--- config.mk ---
export PLATFORM = sky130hd
export DESIGN_NAME = trade_order_scheduler
export DESIGN_NICKNAME = d
export VERILOG_FILES = /design/src/rtl/trade_pkg.sv /design/src/rtl/trade_cycle_counter.sv /design/src/rtl/trade_order_scheduler.sv
export SDC_FILE = /design/constraint.sdc
export NUM_CORES = 1
export LEC_CHECK = 0
export CORE_ASPECT_RATIO = 1.5
export CORE_UTILIZATION = 40
export CTS_BUF_LIST = sky130_fd_sc_hd__clkbuf_16
export DETAILED_ROUTE_END_ITERATION = 10
export PLACE_DENSITY = 0.57
export SKIP_LAST_GASP = 1
export SYNTH_ARGS = -nofsm -noshare
export SYNTH_HDL_FRONTEND = slang
export SYNTH_SLANG_ARGS = --single-unit
--- constraint.sdc ---
create_clock -name clk -period 3.9 [get_ports clk]
set_input_delay 0.975 -clock clk [delete_from_list [all_inputs] [get_ports clk]]
set_output_delay 0.975 -clock clk [all_outputs]
set_load 0.01 [all_outputs]
--- src/rtl/trade_pkg.sv ---
`default_nettype none
// +------------------------------------------------------------------+
// | trade_pkg: shared types and widths for the trade order scheduler |
// | Rev 1.0                                                          |
// +------------------------------------------------------------------+
package trade_pkg;

  localparam int CNT_W = 8;

  typedef enum logic [1:0] {
    IDLE     = 2'd0,
    ISSUE    = 2'd1,
    COOLDOWN = 2'd2
  } sched_state_t;

  typedef enum logic {
    SIDE_SELL = 1'b0,
    SIDE_BUY  = 1'b1
  } side_t;

endpackage
`default_nettype wire

--- src/rtl/trade_cycle_counter.sv ---
`default_nettype none
// +------------------------------------------------------------------+
// | trade_cycle_counter: loadable down-counter that parks at zero    |
// | Rev 1.0                                                          |
// +------------------------------------------------------------------+
module trade_cycle_counter
  import trade_pkg::*;
(
  input  logic             clk,
  input  logic             rst_n,
  input  logic             load,
  input  logic [CNT_W-1:0] load_val,
  input  logic             en,
  output logic             zero
);

  logic [CNT_W-1:0] r_count;

  // Holding at zero lets the owner sample the flag on the final cycle
  always_ff @(posedge clk or negedge rst_n) begin
    if (!rst_n) begin
      r_count <= '0;
    end else if (load) begin
      r_count <= load_val;
    end else if (en && (r_count != '0)) begin
      r_count <= r_count - CNT_W'(1);
    end
  end

  assign zero = (r_count == '0);

endmodule
`default_nettype wire

--- src/rtl/trade_order_scheduler.sv ---
`default_nettype none
// +------------------------------------------------------------------+
// | trade_order_scheduler: turns buy/sell decisions into single-unit |
// | orders with position limit, cooldown and handshake timeout       |
// | Rev 1.0                                                          |
// +------------------------------------------------------------------+
module trade_order_scheduler
  import trade_pkg::*;
#(
  parameter int  MAX_POS         = 4,
  parameter int  COOLDOWN_CYCLES = 16,
  parameter int  TIMEOUT_CYCLES  = 64,
  localparam int POS_W           = $clog2(MAX_POS + 1) + 1
) (
  input  logic                    clk,
  input  logic                    rst_n,
  input  logic                    enable,
  input  logic                    buy_signal,
  input  logic                    sell_signal,
  input  logic                    order_ready,
  output logic                    order_valid,
  output logic                    order_side,
  output logic signed [POS_W-1:0] position,
  output logic                    busy,
  output logic                    limit_hit,
  output logic                    conflict,
  output logic                    timeout_err
);

  localparam logic signed [POS_W-1:0] c_max_pos = POS_W'(MAX_POS);
  localparam logic signed [POS_W-1:0] c_min_pos = -c_max_pos;
  localparam logic signed [POS_W-1:0] c_one     = POS_W'(1);
  localparam logic [CNT_W-1:0]        c_to_load = CNT_W'(TIMEOUT_CYCLES - 1);
  localparam logic [CNT_W-1:0]        c_cd_load = CNT_W'(COOLDOWN_CYCLES - 1);

  sched_state_t r_state;
  logic         w_start;
  logic         w_limit;
  logic         w_conflict;
  logic         w_issue_done;
  logic         w_to_zero;
  logic         w_cd_zero;

  always_comb begin
    w_start    = 1'b0;
    w_limit    = 1'b0;
    w_conflict = 1'b0;
    if ((r_state == IDLE) && enable) begin
      if (buy_signal && sell_signal) begin
        w_conflict = 1'b1;
      end else if ((buy_signal && (position == c_max_pos)) ||
                   (sell_signal && (position == c_min_pos))) begin
        w_limit = 1'b1;
      end else if (buy_signal || sell_signal) begin
        w_start = 1'b1;
      end
    end
  end

  // A ready on the last timeout cycle still wins: fill takes priority
  assign w_issue_done = (r_state == ISSUE) && (order_ready || w_to_zero);

  trade_cycle_counter u_timeout (
    .clk      (clk),
    .rst_n    (rst_n),
    .load     (w_start),
    .load_val (c_to_load),
    .en       (r_state == ISSUE),
    .zero     (w_to_zero)
  );

  trade_cycle_counter u_cooldown (
    .clk      (clk),
    .rst_n    (rst_n),
    .load     (w_issue_done),
    .load_val (c_cd_load),
    .en       (r_state == COOLDOWN),
    .zero     (w_cd_zero)
  );

  always_ff @(posedge clk or negedge rst_n) begin
    if (!rst_n) begin
      r_state     <= IDLE;
      order_valid <= 1'b0;
      order_side  <= SIDE_SELL;
      position    <= '0;
      busy        <= 1'b0;
      limit_hit   <= 1'b0;
      conflict    <= 1'b0;
      timeout_err <= 1'b0;
    end else begin
      limit_hit   <= w_limit;
      conflict    <= w_conflict;
      timeout_err <= 1'b0;
      case (r_state)
        IDLE: begin
          if (w_start) begin
            r_state     <= ISSUE;
            order_valid <= 1'b1;
            order_side  <= buy_signal ? SIDE_BUY : SIDE_SELL;
            busy        <= 1'b1;
          end
        end
        ISSUE: begin
          if (order_ready) begin
            position    <= (order_side == SIDE_BUY) ? position + c_one : position - c_one;
            order_valid <= 1'b0;
            r_state     <= COOLDOWN;
          end else if (w_to_zero) begin
            order_valid <= 1'b0;
            timeout_err <= 1'b1;
            r_state     <= COOLDOWN;
          end
        end
        COOLDOWN: begin
          if (w_cd_zero) begin
            r_state <= IDLE;
            busy    <= 1'b0;
          end
        end
        default: begin
          r_state     <= IDLE;
          order_valid <= 1'b0;
          busy        <= 1'b0;
        end
      endcase
    end
  end

endmodule
`default_nettype wire

==> flow_summary.yaml <==
cells_and_area:
  antennaDiodeCount: 0
  syn_to_final_growth_pct: 18.44
  final_common_cell: "sky130_fd_sc_hd__dfrtp_1"
  final_nets: 173
  most-common-layout-cells: "sky130_fd_sc_hd__dfrtp_1, sky130_fd_sc_hd__clkdlybuf4s50_1, sky130_fd_sc_hd__nand2_1"
  fillCellCount: 335
  post_route_cells_drive_above_1_share: 0.08805
timing:
  finalHoldViolCount: 0
  timing.final.crit_share: 0.6246
  clock_skew_after_layout_ns: 0.003028
  rsz_0062_raised_after_global_routing: "false"
  timing_max_transition_violations_final: 0
  final-setup-viol-count: 0
  worst_slew_margin_rel: 0.6060
  worst_pin_slew_ns: 0.5848
  final.min_clock_period_ns: 2.436
  clock.fmax_mhz: 410.5
  totalNegativeSetupSlack_ns: 0
routing:
  route.detailed.vias_per_inst: 5.393
  vias: 1084
  detail_route.drc_violations: 0
  dr.pass1.iters: 4
  routed_wirelength_um: 2841
  route.detailed.wl_per_inst_um: 14.13
  detailedRoute.firstIterationViolations: 15
  route.antenna.remaining_nets: 0
floorplan:
  floorplan.io_pins: 16
  initial_utilization: 0.4249
  placeableCoreArea_um2: 3481
  die-height_um: 76.47
  num_rows: 26
  horizontal_die_dimension_um: 51.65
  floorplan.die_area_um2: 3949
critical_path:
  worst-endpoint-required_ns: 4.08
  critPathLaunch: "enable"
  criticalPathCategory: "in2reg"
  timing.critical_path.fanout_max: 7
  rr_startpoint: "u_cooldown.r_count[0]"
  setup.worst_path.end_class: "flop"
  timing.critical_path.arrival_ns: 2.62
  startpoint_type: "input port"
global_route:
  globalRouteOverflowTotal: 0
  maximum_number_of_pins_on_one_net_before_global_route_repair: 29
  grt_usage: 0.1587
  grt_pass1_wl_um: 4836
  number_of_global_route_vias_before_repair: 1093
  antenna_violations_before_repair: 0
place:
  dp_hpwl_um: 2173
  gp_routability_congestion: 0.7401
  place.port_buffers: 15
yosys:
  synth-edff-count: 0
  syn_area_um2: 1479
  synthArstFlopShare: 1.000
  postSynth.topFlopCell: "sky130_fd_sc_hd__dfrtp_1"
  yosys_warnings: 0
  yosys.cell_types.count: 40
  yosysSeqAreaShare: 0.4738
  syn-mean-instance-area_um2: 10.49
  ys_ff_latch: 28
  post_synth_inst_count: 141
  syn-num-nets: 154
min_path:
  worstHoldPathType: "reg2reg"
  hold_path_startpoint: "busy"
cts:
  worstSkewPairLatency_ns: 0.26
  level_count_of_the_clock_h_tree: 1
  clkTransAtPathRegs_ns: 0.07
  ctsRootBufferMaster: "sky130_fd_sc_hd__clkbuf_16"
  clkSinkCount: 28
  tritoncts_clock_tree: "done"
  resized_gates_after_cts: 0
  tritoncts.num_buffers: 3
  cts-hold-fix-buffers: 0
  postCtsSetupBuffers: 0
  clock_path_buffers: 2
run_status:
  run_status: "finished, final reports clean"
pwr:
  leakage_nw: 0.7181
  pwr_density_cell_nw_per_um2: 691.8
  peakVddDrop_v: 0.0004003
  finalPower_w: 0.001212
run:
  drv.max_cap_violation_count: 0
[worst paths after layout]
check / to / slack (ns) / cells after the start
setup / recovery: u_timeout.r_count[3] / 1.46 / 5
hold / removal: busy / 0.48 / 1
setup reg to reg: u_cooldown.r_count[4] / 1.99 / 6
hold reg to reg: busy / 0.48 / 1
max in group asynchronous: u_timeout.r_count[7] / 2.53 / 2
min in group asynchronous: u_cooldown.r_count[0] / 1.10 / 2
[routing by layer]
metal	track usage	routed length, um
met5	0	0
met4	0.05676	27
met3	0.01198	43
met2	0.2896	1581
met1	0.1854	1189
[cell type report]
class / count / area, um^2 / area share
clock buffers: 3 / 75.07 / 0.04286
clock inverters: 1 / 3.754 / 0.002143
inverters: 8 / 30.03 / 0.01714
multi-input cells: 103 / 732.0 / 0.4179
flip-flops and latches: 28 / 700.7 / 0.4000
well taps: 42 / 52.55 / 0.03000
repair buffers: 16 / 157.7 / 0.09000
[cells by family after synthesis]
group | share of synthesized area
AND/OR/NAND/NOR | 0.1963
flip-flops | 0.4738
AO/OA/AOI/OAI | 0.1328
XOR/XNOR | 0.05923
buffers and inverters | 0.03130
adder cells (fa/ha/maj) | 0.06430
multiplexers | 0.04230
[worst max-delay path: stages]
cell,delay (ns)
sky130_fd_sc_hd__clkdlybuf4s50_1,0.45
sky130_fd_sc_hd__or3b_2,0.49
sky130_fd_sc_hd__a311oi_2,0.48
sky130_fd_sc_hd__nor2_1,0.08
sky130_fd_sc_hd__mux2i_1,0.14
[flip-flops by register name, indices dropped and copies added (netlist names)]
signal              flops
busy                    1
order_valid             1
order_side              1
conflict                1
timeout_err             1
limit_hit               1
u_timeout.r_count       8
r_state                 2
position                4
u_cooldown.r_count      8
[through the flow]
step	setup slack [ns]	cells	hold slack, ns	area [um^2]	util
4_1_cts	1.442	201	0.4911	1752	0.5032
5_1_grt	1.362	201	0.5111	1752	0.5032
3_3_place_gp	1.261	197	0.4809	1673	0.4806
3_5_place_dp	1.183	197	0.4757	1673	0.4806
6_report	1.464	201	0.4828	1752	0.5032
2_1_floorplan	1.820	141	0.4835	1479	-
[synthesized netlist by cell type, types with 2 or more instances]
cell | count | share of area
sky130_fd_sc_hd__nor3b_1 | 2 | 0.010
sky130_fd_sc_hd__nand3b_1 | 2 | 0.010
sky130_fd_sc_hd__or3_1 | 2 | 0.0085
sky130_fd_sc_hd__xnor2_1 | 7 | 0.041
sky130_fd_sc_hd__nor2_1 | 11 | 0.028
sky130_fd_sc_hd__o21a_1 | 2 | 0.010
sky130_fd_sc_hd__or4_1 | 3 | 0.015
sky130_fd_sc_hd__dfrtp_1 | 28 | 0.47
sky130_fd_sc_hd__mux2_2 | 2 | 0.015
sky130_fd_sc_hd__mux2i_1 | 4 | 0.027
sky130_fd_sc_hd__or3b_2 | 3 | 0.018
sky130_fd_sc_hd__xor2_1 | 3 | 0.018
sky130_fd_sc_hd__inv_1 | 8 | 0.020
sky130_fd_sc_hd__nor4b_1 | 2 | 0.012
sky130_fd_sc_hd__o21ai_0 | 7 | 0.024
sky130_fd_sc_hd__nand2_1 | 14 | 0.036
sky130_fd_sc_hd__a21oi_1 | 4 | 0.014
sky130_fd_sc_hd__and2b_1 | 2 | 0.010
sky130_fd_sc_hd__o211ai_1 | 4 | 0.020
sky130_fd_sc_hd__nor3_1 | 3 | 0.010
sky130_fd_sc_hd__ha_1 | 6 | 0.051
sky130_fd_sc_hd__nand3_1 | 4 | 0.014
[report_power, final]
group          internal [W]  switching, W  total, W
Sequential         0.000390      0.000107  0.000497
Combinational      0.000239      0.000246  0.000485
Clock              0.000137     0.0000928  0.000230
Note: power is estimated with default switching activity, not from simulation.
